File: src/rtl/dmactr_mc.sv
// dmactr_mc: multi-channel DMA controller with round-robin arbitration.
// Pending channels are served one complete transfer at a time; the bus is
// released for one cycle after every BURST words moved.
module dmactr_mc #(
    parameter int unsigned CH     = 2,
    parameter int unsigned ADDR_W = 16,
    parameter int unsigned DATA_W = 16,
    parameter int unsigned LEN_W  = 8,
    parameter int unsigned BURST  = 4
) (
    input  logic                 clk,
    input  logic                 reset_,
    output logic [ADDR_W-1:0]    addr,
    output logic [DATA_W-1:0]    odata,
    input  logic [DATA_W-1:0]    idata,
    output logic                 rw_,
    output logic                 breq_,
    input  logic                 bgrt_,
    input  logic [CH*ADDR_W-1:0] dsaddr,
    input  logic [CH*ADDR_W-1:0] ddaddr,
    input  logic [CH*LEN_W-1:0]  dlen,
    input  logic [CH-1:0]        dsinc,
    input  logic [CH-1:0]        ddinc,
    input  logic [CH-1:0]        dreq_,
    output logic [CH-1:0]        eop_,
    output logic [CH-1:0]        busy
);

    localparam int unsigned PW = (CH > 1) ? $clog2(CH) : 1;
    localparam int unsigned BW = $clog2(BURST + 1);

    typedef enum logic [2:0] {
        IDLE, READ, WRITE, RELEASE, REREQ, DONE
    } state_t;

    state_t              state, state_n;
    logic [PW-1:0]       ptr, ptr_n, win, win_n, pick;
    logic [PW:0]         slot;
    logic                found;
    logic [ADDR_W-1:0]   sa, sa_n, da, da_n, addr_n;
    logic [LEN_W-1:0]    cnt, cnt_n;
    logic [BW-1:0]       beat, beat_n;
    logic                sinc, sinc_n, dinc, dinc_n;
    logic [DATA_W-1:0]   odata_n;
    logic                rw_n, breq_n;
    logic [CH-1:0]       eop_n, busy_n;

    // State, working registers and registered bus outputs
    always_ff @(posedge clk or negedge reset_) begin
        if (!reset_) begin
            state <= IDLE;
            ptr   <= '0;
            win   <= '0;
            sa    <= '0;
            da    <= '0;
            cnt   <= '0;
            beat  <= '0;
            sinc  <= 1'b0;
            dinc  <= 1'b0;
            addr  <= '0;
            odata <= '0;
            rw_   <= 1'b1;
            breq_ <= 1'b1;
            eop_  <= '1;
            busy  <= '0;
        end else begin
            state <= state_n;
            ptr   <= ptr_n;
            win   <= win_n;
            sa    <= sa_n;
            da    <= da_n;
            cnt   <= cnt_n;
            beat  <= beat_n;
            sinc  <= sinc_n;
            dinc  <= dinc_n;
            addr  <= addr_n;
            odata <= odata_n;
            rw_   <= rw_n;
            breq_ <= breq_n;
            eop_  <= eop_n;
            busy  <= busy_n;
        end
    end

    // Round-robin pick, next state and next register/output values
    always_comb begin
        state_n = state;
        ptr_n   = ptr;
        win_n   = win;
        sa_n    = sa;
        da_n    = da;
        cnt_n   = cnt;
        beat_n  = beat;
        sinc_n  = sinc;
        dinc_n  = dinc;
        addr_n  = addr;
        odata_n = odata;
        rw_n    = rw_;
        breq_n  = breq_;
        eop_n   = '1;
        busy_n  = busy;
        found   = 1'b0;
        pick    = '0;
        slot    = '0;

        // Scan starting at the pointer, wrapping at CH; first low request wins
        for (int unsigned i = 0; i < CH; i++) begin
            slot = {1'b0, ptr} + (PW+1)'(i);
            if (slot >= (PW+1)'(CH))
                slot = slot - (PW+1)'(CH);
            if (!found && !dreq_[slot[PW-1:0]]) begin
                found = 1'b1;
                pick  = slot[PW-1:0];
            end
        end

        case (state)
            IDLE: begin
                if (found) begin
                    win_n  = pick;
                    beat_n = '0;
                    busy_n = '0;
                    // Increment modes are captured with the addresses so the
                    // whole transfer descriptor is fixed for its duration.
                    for (int unsigned k = 0; k < CH; k++) begin
                        if (pick == PW'(k)) begin
                            sa_n      = dsaddr[k*ADDR_W +: ADDR_W];
                            da_n      = ddaddr[k*ADDR_W +: ADDR_W];
                            cnt_n     = dlen[k*LEN_W +: LEN_W];
                            sinc_n    = dsinc[k];
                            dinc_n    = ddinc[k];
                            busy_n[k] = 1'b1;
                        end
                    end
                    if (cnt_n == '0) begin
                        state_n = DONE;
                    end else begin
                        breq_n  = 1'b0;
                        state_n = READ;
                    end
                end
            end
            READ: begin
                rw_n = 1'b1;
                if (!bgrt_) begin
                    addr_n  = sa;
                    state_n = WRITE;
                end
            end
            WRITE: begin
                addr_n  = da;
                rw_n    = 1'b0;
                odata_n = idata;
                cnt_n   = cnt - LEN_W'(1);
                beat_n  = beat + BW'(1);
                if (sinc)
                    sa_n = sa + ADDR_W'(1);
                if (dinc)
                    da_n = da + ADDR_W'(1);
                if (cnt == LEN_W'(1))
                    state_n = DONE;
                else if (beat + BW'(1) == BW'(BURST))
                    state_n = RELEASE;
                else
                    state_n = READ;
            end
            RELEASE: begin
                breq_n  = 1'b1;
                rw_n    = 1'b1;
                beat_n  = '0;
                state_n = REREQ;
            end
            REREQ: begin
                breq_n  = 1'b0;
                state_n = READ;
            end
            DONE: begin
                for (int unsigned k = 0; k < CH; k++) begin
                    if (win == PW'(k))
                        eop_n[k] = 1'b0;
                end
                breq_n  = 1'b1;
                rw_n    = 1'b1;
                busy_n  = '0;
                ptr_n   = (win == PW'(CH - 1)) ? '0 : win + PW'(1);
                state_n = IDLE;
            end
            default: state_n = IDLE;
        endcase
    end

endmodule
File: config.mk
export PLATFORM = sky130hd
export DESIGN_NAME = dmactr_mc
export DESIGN_NICKNAME = d
export VERILOG_FILES = /design/src/rtl/dmactr_mc.sv
export SDC_FILE = /design/constraint.sdc
export NUM_CORES = 1
export LEC_CHECK = 0
export CORE_MARGIN = 2
export CORE_UTILIZATION = 45
export DETAILED_ROUTE_END_ITERATION = 8
export PLACE_DENSITY = 0.76
export SYNTH_ARGS = -nofsm -noshare
export SYNTH_HDL_FRONTEND = slang
export SYNTH_SLANG_ARGS = --single-unit
File: constraint.sdc
create_clock -name clk -period 2.8 [get_ports clk]
set_input_delay 0.7 -clock clk [delete_from_list [all_inputs] [get_ports clk]]
set_output_delay 0.7 -clock clk [all_outputs]
set_load 0.01 [all_outputs]
==> results of run 1 <==
-- path summary, 6_finish.rpt --
check                               start   endpoint  slack (ns)  cells after the start
max in group asynchronous          reset_      sa[4]        1.83                      2
worst min register to register  odata[13]  odata[13]        0.48                      2
min in group clk                odata[13]  odata[13]        0.48                      2
worst max register to register   state[1]      da[4]        0.57                      6
worst min-delay path               reset_     da[15]        0.31                      1
worst max-delay path             dreq_[1]      da[4]        0.56                      6
-- cell usage after synthesis (4+ instances only) --
| library cell | instances |
|---|---|
| sky130_fd_sc_hd__o31ai_1 | 7 |
| sky130_fd_sc_hd__nand3_1 | 24 |
| sky130_fd_sc_hd__mux2_2 | 6 |
| sky130_fd_sc_hd__ha_1 | 6 |
| sky130_fd_sc_hd__dfrtp_1 | 84 |
| sky130_fd_sc_hd__buf_2 | 9 |
| sky130_fd_sc_hd__a31oi_1 | 28 |
| sky130_fd_sc_hd__a21oi_1 | 33 |
| sky130_fd_sc_hd__clkbuf_1 | 22 |
| sky130_fd_sc_hd__nand2_1 | 148 |
| sky130_fd_sc_hd__a31o_2 | 5 |
| sky130_fd_sc_hd__o22ai_1 | 4 |
| sky130_fd_sc_hd__buf_1 | 8 |
| sky130_fd_sc_hd__or3_1 | 4 |
| sky130_fd_sc_hd__a211oi_1 | 4 |
| sky130_fd_sc_hd__a32o_1 | 6 |
| sky130_fd_sc_hd__o22a_1 | 14 |
| sky130_fd_sc_hd__nor4_1 | 11 |
| sky130_fd_sc_hd__and3_1 | 10 |
| sky130_fd_sc_hd__mux2i_1 | 16 |
| sky130_fd_sc_hd__nor2_1 | 47 |
| sky130_fd_sc_hd__o21ai_0 | 17 |
| sky130_fd_sc_hd__nor3_1 | 10 |
| sky130_fd_sc_hd__dfstp_2 | 4 |
| sky130_fd_sc_hd__nand4_1 | 10 |
| sky130_fd_sc_hd__nor2b_1 | 4 |
| sky130_fd_sc_hd__inv_1 | 12 |
-- flip-flops by register name, indices dropped and copies added, names as in the netlist --
signal	cells
ptr	1
breq_	1
cnt	8
eop_	2
rw_	1
da	16
busy	2
odata	16
win	1
state	3
sinc	1
beat	3
sa	16
addr	16
dinc	1
-- per-stage QoR --
step	hold WS (ns)	worst slack (ns)	total power, W	instance area, sq um
6_report	0.308	0.558	0.00690	6820
2_1_floorplan	0.404	0.557	0.00461	5010
3_5_place_dp	0.465	0.192	0.00608	6650
3_3_place_gp	0.456	0.262	0.00594	6650
4_1_cts	0.326	0.575	0.00691	6820
5_1_grt	0.346	0.458	0.00742	6820
-- cell families (layout without fill, tap and decap cells) --
family,Yosys count,in the layout
compound gates,151,151
xor+xnor,1,1
fa+ha+maj,6,6
buf+inv,52,188
flops,88,88
mux,22,22
simple gates,279,279
-- power by group through the flow --
stage          Clock, W  Sequential, W  Combinational [W]
2_1_floorplan         0        0.00246            0.00216
3_3_place_gp          0        0.00251            0.00344
3_5_place_dp          0        0.00254            0.00355
4_1_cts        0.000831        0.00252            0.00356
5_1_grt        0.000873        0.00263            0.00392
6_report       0.000811        0.00253            0.00355
-- metal layers --
metal	vias up	routed length (microns)	part of all wire [%]
met2	223	7360	50
met4	0	218	1.5
met3	17	996	6.8
met5	-	0	0
li1	2429	-	-
met1	2460	6180	42
-- area by class of cell --
cell class	count	area [sq um]	share of cell area, %
clock buffers	12	145	2.13
clock inverters	4	30.0	0.440
inverters	12	45.0	0.660
multi-input cells	459	2600	38.2
flip-flops and latches	88	2210	32.4
well taps	140	175	2.57
repair buffers	160	1620	23.7
-- critical path, delay by kind of cell --
family,cells,cell delay [ns]
buf+inv,2,0.62
simple gates,2,0.82
compound gates,2,0.39
==> qor.txt, run 1 <==
LOGIC SYNTHESIS
----------------------------------------------------------------------------------------
Yosys top cell by area .................................................... sky130_fd_sc_hd__dfrtp_1
Proportion of synthesized chip area in sequential cells ...................        44.1%
Compound-cell area share of the yosys netlist .............................        20.8%
Flip-flop and latch count after synthesis .................................           88
Post-Synth XOR/XNOR Area ..................................................       0.175%
Area of the mapped netlist ................................................   5010 sq um
Yosys warns ...............................................................            0
Yosys cell types ..........................................................           57
Syn Area/Cell .............................................................   8.36 sq um
Post-synth top area share .................................................        42.0%
Number of enable flip-flop cells after synthesis ..........................            0
Top cells by area in the synthesized netlist .............................. sky130_fd_sc_hd__dfrtp_1, sky130_fd_sc_hd__nand2_1, sky130_fd_sc_hd__nor2_1
Gate Count Post-Synth .....................................................          599
Synthesized net count .....................................................          710
Post-synthesis adder-cell area fraction ...................................        1.50%
Post-synthesis simple-gate area fraction ..................................        24.6%
Async S/R FF share, synth .................................................         100%
Mux contribution to synthesized area ......................................        4.55%
Synth Flop Type ........................................................... sky130_fd_sc_hd__dfrtp_1
Largest family of logic cells by synthesized area ......................... simple AND/OR/NAND/NOR gates

POWER
----------------------------------------------------------------------------------------
Net switching power of the design .........................................    0.00298 W
Sequential power share ....................................................        36.7%
Internal power summed over all cells ......................................    0.00392 W
Clock share of power ......................................................        11.8%
Worst vdd rail ir drop ....................................................     0.476 mV
Switching share of power ..................................................        43.2%
Power share of the combinational group ....................................        51.5%
Power density relative to cell area ....................................... 1010 nW/um^2
Leakage ...................................................................      2.88 nW

CRITICAL PATH
----------------------------------------------------------------------------------------
Series of cell instances along the critical path .......................... clkdlybuf4s50_1 -> and3b_1 -> buf_4 -> or3_1 -> a21oi_1 -> o22a_1
Highest cell delay on the worst timing path ...............................      0.62 ns
Required time reported for the critical path endpoint .....................      3.09 ns
CP Capture Type ...........................................................         flop
Signal arrival time at the worst endpoint .................................      2.54 ns
Standard cell with the maximum stage delay on the critical path ........... sky130_fd_sc_hd__or3_1
Highest fanout seen on the critical path ..................................           18
Category of the most critical setup path .................................. input pin to flop
Kind of start point of the critical path ..................................    input pin

DRT
----------------------------------------------------------------------------------------
Average detailed-routed wire length per instance .......................... 16.9 microns
Drt via density ...........................................................         5.86
Total wirelength of the detailed-routed design ............................ 14,700 microns
Number of design rule violations left after detail routing ................            0
Number of search-and-repair iterations in the first detailed-routing pass .            5
Count of routing violations after the opening detailed-route iteration ....          374
Remaining number of nets flagged by the antenna check after routing .......            0
Via count of the routed design ............................................        5,129

STA
----------------------------------------------------------------------------------------
Highest achievable clock rate .............................................      446 MHz
Slew at the pin closest to its max-slew limit .............................     0.575 ns
Post-route clock period utilization .......................................        80.1%
Tmin final ................................................................      2.24 ns
Final hold viol count .....................................................            0
Skew final ................................................................    0.0119 ns
Fin. max-slew vios ........................................................            0
Final setup viols .........................................................            0
Unrepaired setup endpoints after global routing ...........................        false
Slew headroom .............................................................        61.6%
Setup_tns .................................................................         0 ns

GLOBAL ROUTE
----------------------------------------------------------------------------------------
M1 GR Usage ...............................................................        32.5%
Met2 Use GR ...............................................................        42.4%
Wire length of the first global-routing pass .............................. 23,900 microns
Vias in the first global route ............................................        5,009
Busiest grt layer .........................................................         met2
Overall track demand over capacity in global routing ......................        25.1%
Pin count of the biggest net entering global routing ......................           63
Grt total ovfl ............................................................            0
Initial antenna violation count ...........................................            0
Met3 usage in global routing ..............................................        4.15%

FINISH
----------------------------------------------------------------------------------------
Fin nets ..................................................................          841
Most common cell after layout, fill and taps aside ........................ sky130_fd_sc_hd__nand2_1
Highest-count cells in the layout ignoring fill and taps .................. sky130_fd_sc_hd__nand2_1, sky130_fd_sc_hd__clkdlybuf4s50_1, sky130_fd_sc_hd__dfrtp_1
Antenna fix cells .........................................................            0
Proportion of layout cells with a drive suffix above 1 ....................        7.07%
Signed area change from the synthesized netlist to the final layout .......        36.2%
Layout fillers ............................................................          998
Finished Layout Cells .....................................................          875
Final design utilization ..................................................        62.9%

FLOORPLAN
----------------------------------------------------------------------------------------
Area enclosed by the die boundary ......................................... 12,000 sq um
Die Y-Extent ..............................................................  109 microns
FP Rows ...................................................................           38
Core Area ................................................................. 10,800 sq um
Die Wd ....................................................................  109 microns
I/O pin total .............................................................          143
Effective utilization at floorplan ........................................        46.2%

CLOCK NETWORK
----------------------------------------------------------------------------------------
H-tree levels .............................................................            3
CTS tree ..................................................................         done
Clk Latency, worst-skew pair ..............................................      0.36 ns
Clock buffers created by TritonCTS ........................................            9
Clock net sink count ......................................................           88
Number of buffers inserted by hold repair at cts ..........................            0
Total setup buffers inserted after CTS ....................................            0
Clk pin slew, worst setup/hold paths ......................................      0.09 ns
Clk buf depth .............................................................            2
Count of cells resized by post-cts repair .................................            0
Clock root buffer ......................................................... sky130_fd_sc_hd__clkbuf_8

WORST HOLD PATH
----------------------------------------------------------------------------------------
Hold/Removal Path Class ................................................... input pin to asynchronous set/reset pin

PLACEMENT
----------------------------------------------------------------------------------------
DP Wirelength ............................................................. 10,800 microns
Placed Cells incl. Taps ...................................................          859
Final Wtd Congestion ......................................................        0.884
Port bufs .................................................................          142

JOB
----------------------------------------------------------------------------------------
Max-capacitance violation count ...........................................            0

RUN STATUS
----------------------------------------------------------------------------------------
Outcome ................................................................... finished clean

Power figures use the tool's default switching activity.
==> run 2: changes to the inputs <==
clock period = 2.1 ns   (was 2.8 ns; I/O delays follow)
==> qor.txt, run 2 (same netlist as run 1, synthesis figures left out) <==
FINISH
----------------------------------------------------------------------------------------
Highest-count cells in the layout ignoring fill and taps .................. sky130_fd_sc_hd__nand2_1, sky130_fd_sc_hd__clkdlybuf4s50_1, sky130_fd_sc_hd__dfrtp_1
Proportion of layout cells with a drive suffix above 1 ....................        10.6%   +3.5 points
Antenna fix cells .........................................................            0   unchanged
Final design utilization ..................................................        65.3%   +2.4 points
Most common cell after layout, fill and taps aside ........................ sky130_fd_sc_hd__nand2_1
Signed area change from the synthesized netlist to the final layout .......        41.4%
Fin nets ..................................................................          870   +3.4%
Non-Filler Cell Area, Final ...............................................   7080 sq um   +3.8%
Layout fillers ............................................................          905   -9.3%

DRT
----------------------------------------------------------------------------------------
Number of design rule violations left after detail routing ................            0   unchanged
Via count of the routed design ............................................        5,217   +1.7%
Remaining number of nets flagged by the antenna check after routing .......            0   unchanged
Total wirelength of the detailed-routed design ............................ 15,000 microns   +1.4%
Count of routing violations after the opening detailed-route iteration ....          341   -8.8%
Drt via density ...........................................................         5.77   -1.5%
Average detailed-routed wire length per instance .......................... 16.5 microns   -1.8%
Number of search-and-repair iterations in the first detailed-routing pass .            6   +1

RUN STATUS
----------------------------------------------------------------------------------------
Outcome ................................................................... finished clean

FLOORPLAN
----------------------------------------------------------------------------------------
I/O pin total .............................................................          143   unchanged
Die Y-Extent ..............................................................  109 microns   unchanged
Die Wd ....................................................................  109 microns   unchanged
Effective utilization at floorplan ........................................        46.2%   unchanged
Area enclosed by the die boundary ......................................... 12,000 sq um   unchanged
Core Area ................................................................. 10,800 sq um   unchanged
FP Rows ...................................................................           38   unchanged

GLOBAL ROUTE
----------------------------------------------------------------------------------------
Grt total ovfl ............................................................            0   unchanged
Pin count of the biggest net entering global routing ......................           43   -32%
Wire length of the first global-routing pass .............................. 23,700 microns   -0.95%
Initial antenna violation count ...........................................            0   unchanged
Vias in the first global route ............................................        4,972   -0.74%
Overall track demand over capacity in global routing ......................        25.3%   +0.20 points

STA
----------------------------------------------------------------------------------------
Highest achievable clock rate .............................................      493 MHz
Worst setup margin ........................................................    0.0715 ns   -0.486 ns
Unrepaired setup endpoints after global routing ...........................        false
Fin. max-slew vios ........................................................            0   unchanged
Slew at the pin closest to its max-slew limit .............................     0.513 ns   -0.0628 ns
Slew headroom .............................................................        65.7%   +4.1 points
Post-route clock period utilization .......................................        96.6%
Final setup viols .........................................................            0   unchanged
Setup_tns .................................................................         0 ns   unchanged
Skew final ................................................................   0.00980 ns   -0.00215 ns
Tmin final ................................................................      2.03 ns
Final hold viol count .....................................................            0   unchanged

CRITICAL PATH
----------------------------------------------------------------------------------------
Critical R2R Capture ......................................................        da[4]
Capturing element of the worst setup path .................................        sa[0]
CP Launch Point ...........................................................     dreq_[0]
Minimum setup slack among reg-to-reg paths ................................      0.11 ns   -0.46 ns
Signal arrival time at the worst endpoint .................................      2.29 ns   -0.25 ns
Kind of start point of the critical path ..................................    input pin
Worst R2R Start ...........................................................     state[1]
Highest fanout seen on the critical path ..................................           12   -6
Reg2reg path depth ........................................................            5   -1
Required time reported for the critical path endpoint .....................      2.37 ns   -0.72 ns
Category of the most critical setup path .................................. input pin to flop
CP Capture Type ...........................................................         flop

POWER
----------------------------------------------------------------------------------------
Worst vdd rail ir drop ....................................................     0.673 mV   +41%
Power density relative to cell area ....................................... 1360 nW/um^2   +35%
Leakage ...................................................................      3.05 nW   +5.9%

PLACEMENT
----------------------------------------------------------------------------------------
Final Wtd Congestion ......................................................        0.895   +1.2%
Placed cell area ..........................................................   6880 sq um   +3.5%
DP Wirelength ............................................................. 11,300 microns   +4.1%
Port bufs .................................................................          142   unchanged
Pre-CTS WS ................................................................    -0.302 ns   -0.494 ns

CLOCK NETWORK
----------------------------------------------------------------------------------------
Clock buffers created by TritonCTS ........................................            9   unchanged
Number of buffers inserted by hold repair at cts ..........................            0   unchanged
Clock net sink count ......................................................           88   unchanged
Clock root buffer ......................................................... sky130_fd_sc_hd__clkbuf_8
Total setup buffers inserted after CTS ....................................            0   unchanged
Clk Latency, worst-skew pair ..............................................      0.36 ns   about the same
H-tree levels .............................................................            3   unchanged
Clk pin slew, worst setup/hold paths ......................................      0.09 ns   about the same
CTS tree ..................................................................         done
Count of cells resized by post-cts repair .................................            0   unchanged
Clk buf depth .............................................................            2   unchanged

WORST HOLD PATH
----------------------------------------------------------------------------------------
Hold/Removal Path Class ................................................... input pin to asynchronous set/reset pin

JOB
----------------------------------------------------------------------------------------
Max-capacitance violation count ...........................................            0   unchanged

## run 2: changes by cell type in the layout (fill, tap and decap cells not counted), sizes merged
cell      delta
buf         +29
bufinv       +1
clkbuf       +1
clkinv       +2
clkinvlp     -4
## run 2: how the worst min path moves through the flow
stage | end | slack (ns) | start
finish | addr[12] | 0.13 | reset_
global route | addr[12] | 0.16 | reset_
CTS | addr[12] | 0.14 | reset_
detailed placement | odata[2] | 0.46 | odata[2]
global placement | eop_[1] | 0.46 | win
floorplan | addr[0] | 0.23 | reset_
## run 2: power breakdown
part | switching [W] | internal (W) | total (W)
logic | 0.00264 | 0.00249 | 0.00514
clock network | 0.000583 | 0.000613 | 0.00120
registers | 0.000778 | 0.00254 | 0.00332
total | 0.00400 | 0.00564 | 0.00965
## run 2: per-stage QoR
| stage | hold slack [ns] | std cells | power, W |
|---|---|---|---|
| 2_1_floorplan | 0.229 | 599 | 0.00615 |
| 3_3_place_gp | 0.457 | 888 | 0.00824 |
| 3_5_place_dp | 0.463 | 888 | 0.00843 |
| 4_1_cts | 0.139 | 904 | 0.00964 |
| 5_1_grt | 0.158 | 904 | 0.0104 |
| 6_report | 0.130 | 904 | 0.00965 |
## run 2: layout make-up
| type | instances | area [sq um] | area share (%) |
|---|---|---|---|
| clock buffer | 13 | 159 | 2.24 |
| inverter | 12 | 45.0 | 0.636 |
| clock inverter | 3 | 40.0 | 0.565 |
| multi-input combinational | 459 | 2610 | 36.8 |
| timing repair buffer | 189 | 1850 | 26.1 |
| tap | 140 | 175 | 2.47 |
| sequential | 88 | 2210 | 31.2 |
## run 2: worst max-delay path: stages
cell and delay (ns):
sky130_fd_sc_hd__clkdlybuf4s50_1 0.42, sky130_fd_sc_hd__buf_4 0.15, sky130_fd_sc_hd__o21bai_4 0.44, sky130_fd_sc_hd__buf_12 0.20, sky130_fd_sc_hd__mux2i_1 0.25, sky130_fd_sc_hd__a211oi_1 0.12, sky130_fd_sc_hd__a21o_1 0.17
## run 2: per-layer routing
metal,up-vias,GRT usage (%),part of all wire (%)
met5,-,0,0
met4,0,9.86,1.7
met3,23,3.85,7.0
met2,228,42.4,49
met1,2479,33.0,42
li1,2487,-,-
==> run 3: changes to the inputs <==
CTS_BUF_LIST = sky130_fd_sc_hd__clkbuf_8   (was unset)
REMOVE_ABC_BUFFERS = 1   (was unset)
==> qor.txt, run 3 (same netlist as run 1, synthesis figures left out) <==
RUN STATUS
----------------------------------------------------------------------------------------
Outcome ................................................................... finished clean

GLOBAL ROUTE
----------------------------------------------------------------------------------------
Initial antenna violation count ...........................................            0   unchanged
Pin count of the biggest net entering global routing ......................           63   +47%
Grt total ovfl ............................................................            0   unchanged
Wire length of the first global-routing pass .............................. 24,000 microns   +1.6%
Overall track demand over capacity in global routing ......................        25.4%   +0.069 points
Vias in the first global route ............................................        5,212   +4.8%

CLOCK NETWORK
----------------------------------------------------------------------------------------
Clock root buffer ......................................................... sky130_fd_sc_hd__clkbuf_8
Number of buffers inserted by hold repair at cts ..........................            0   unchanged
Clk Latency, worst-skew pair ..............................................      0.36 ns   about the same
H-tree levels .............................................................            3   unchanged
CTS tree ..................................................................         done
Total setup buffers inserted after CTS ....................................            0   unchanged
Clock net sink count ......................................................           88   unchanged
Clk pin slew, worst setup/hold paths ......................................      0.10 ns   about the same
Clock buffers created by TritonCTS ........................................            9   unchanged
Clk buf depth .............................................................            2   unchanged

CRITICAL PATH
----------------------------------------------------------------------------------------
Highest fanout seen on the critical path ..................................           24   +12
Standard cell with the maximum stage delay on the critical path ........... sky130_fd_sc_hd__clkdlybuf4s50_1
Series of cell instances along the critical path .......................... clkdlybuf4s50_1 -> buf_4 -> o21bai_4 -> buf_12 -> nand3_1 -> a211o_1 -> a21boi_0
Required time reported for the critical path endpoint .....................      2.38 ns   about the same
Category of the most critical setup path .................................. input pin to flop
Kind of start point of the critical path ..................................    input pin
CP Capture Type ...........................................................         flop
Highest cell delay on the worst timing path ...............................      0.43 ns   about the same
Signal arrival time at the worst endpoint .................................      2.27 ns   -0.02 ns

STA
----------------------------------------------------------------------------------------
Unrepaired setup endpoints after global routing ...........................        false
Highest achievable clock rate .............................................      503 MHz   +1.9%
Slew headroom .............................................................        61.9%   -3.8 points
Slew at the pin closest to its max-slew limit .............................     0.572 ns   +0.0589 ns
Final hold viol count .....................................................            0   unchanged
Final setup viols .........................................................            0   unchanged
Setup_tns .................................................................         0 ns   unchanged
Fin. max-slew vios ........................................................            0   unchanged
Post-route clock period utilization .......................................        94.7%   -1.8 points
Skew final ................................................................   0.00818 ns   -0.00161 ns
Final worst hold slack ....................................................     0.142 ns   +0.0115 ns
Worst setup margin ........................................................     0.110 ns   +0.0388 ns
Tmin final ................................................................      1.99 ns   -0.0388 ns

FLOORPLAN
----------------------------------------------------------------------------------------
I/O pin total .............................................................          143   unchanged
Effective utilization at floorplan ........................................        46.2%   unchanged
Core Area ................................................................. 10,800 sq um   unchanged
Area enclosed by the die boundary ......................................... 12,000 sq um   unchanged
Die Wd ....................................................................  109 microns   unchanged
FP Rows ...................................................................           38   unchanged
Die Y-Extent ..............................................................  109 microns   unchanged

POWER
----------------------------------------------------------------------------------------
Overall power of the completed layout .....................................    0.00963 W   -0.19%
Worst vdd rail ir drop ....................................................     0.809 mV   +20%
Power density relative to cell area ....................................... 1360 nW/um^2   -0.21%
Internal power summed over all cells ......................................    0.00557 W   -1.3%
Leakage ...................................................................      3.05 nW   -0.13%
Sequential power share ....................................................        34.6%   +0.2 points
Net switching power of the design .........................................    0.00406 W   +1.3%
Power share of the combinational group ....................................        52.9%   -0.3 points
Clock share of power ......................................................        12.5%   about the same
Switching share of power ..................................................        42.1%   +0.63 points

DRT
----------------------------------------------------------------------------------------
Number of design rule violations left after detail routing ................            0   unchanged
Average detailed-routed wire length per instance .......................... 16.7 microns   +0.70%
Drt via density ...........................................................         5.78   +0.21%
Total wirelength of the detailed-routed design ............................ 15,000 microns   +0.59%
Remaining number of nets flagged by the antenna check after routing .......            0   unchanged
Count of routing violations after the opening detailed-route iteration ....          452   +33%
Number of search-and-repair iterations in the first detailed-routing pass .            5   -1
Via count of the routed design ............................................        5,222   +0.096%

FINISH
----------------------------------------------------------------------------------------
Antenna fix cells .........................................................            0   unchanged
Fin nets ..................................................................          869   -0.11%
Signed area change from the synthesized netlist to the final layout .......        41.5%   about the same
Most common cell after layout, fill and taps aside ........................ sky130_fd_sc_hd__nand2_1
Proportion of layout cells with a drive suffix above 1 ....................        10.9%   +0.28 points
Highest-count cells in the layout ignoring fill and taps .................. sky130_fd_sc_hd__nand2_1, sky130_fd_sc_hd__clkdlybuf4s50_1, sky130_fd_sc_hd__dfrtp_1
Non-Filler Cell Area, Final ...............................................   7080 sq um   about the same

PLACEMENT
----------------------------------------------------------------------------------------
Pre-CTS WS ................................................................    -0.304 ns   -0.00234 ns
Placed cell area ..........................................................   6880 sq um   +0.11%
Final Wtd Congestion ......................................................        0.913   +2.0%
DP Wirelength ............................................................. 11,100 microns   -1.4%
Port bufs .................................................................          142   unchanged

JOB
----------------------------------------------------------------------------------------
Max-capacitance violation count ...........................................            0   unchanged

WORST HOLD PATH
----------------------------------------------------------------------------------------
Hold/Removal Path Class ................................................... input pin to asynchronous set/reset pin

[run 3: metal layers]
| metal | part of all wire (%) | global-route usage, % | wire length [microns] | vias up |
|---|---|---|---|---|
| li1 | - | - | - | 2481 |
| met1 | 43 | 32.9 | 6420 | 2500 |
| met2 | 48 | 43.1 | 7250 | 222 |
| met3 | 8.1 | 4.80 | 1210 | 19 |
| met4 | 1.1 | 7.69 | 163 | 0 |
| met5 | 0 | 0 | 0 | - |
[run 3: critical path: cells and delay by family]
family	cells	cell delay (ns)
buf+inv	3	0.83
simple gates	1	0.12
compound gates	3	0.78
[run 3: final timing paths]
path / startpoint / endpoint / slack [ns] / depth (start not counted)
max reg2reg: state[1] / sa[15] / 0.14 / 5
max: dreq_[0] / state[2] / 0.11 / 7
min reg2reg: odata[14] / odata[14] / 0.48 / 2
min: reset_ / odata[4] / 0.14 / 1
min in group clk: odata[14] / odata[14] / 0.48 / 2
max in group asynchronous: reset_ / sa[1] / 1.28 / 2
[run 3: layout make-up]
class | instances | area, sq um
Fill cell | 922 | 3760
Multi-Input combinational cell | 459 | 2610
Clock buffer | 9 | 124
Tap cell | 140 | 175
Inverter | 12 | 45.0
Sequential cell | 88 | 2210
Clock inverter | 7 | 70.1
Timing Repair Buffer | 188 | 1850
[run 3: metrics by stage]
step,util (%),instances
6_report,65.3,903
5_1_grt,65.3,903
4_1_cts,65.3,903
3_5_place_dp,63.5,887
3_3_place_gp,63.5,887
2_1_floorplan,-,559
[run 3: power groups by stage]
stage / Combinational [W] / Sequential (W) / Clock (W)
after detailed placement: 0.00506 / 0.00335 / 0
after floorplan: 0.00269 / 0.00334 / 0
after global placement: 0.00489 / 0.00330 / 0
final: 0.00509 / 0.00333 / 0.00120
after global routing: 0.00562 / 0.00343 / 0.00130
after CTS: 0.00508 / 0.00331 / 0.00122
[run 3: what timing repair did]
item                                    CTS  global route
hold endpoints to repair                  0             0
resized for setup                         0             1
endpoints found under the setup margin    0             2
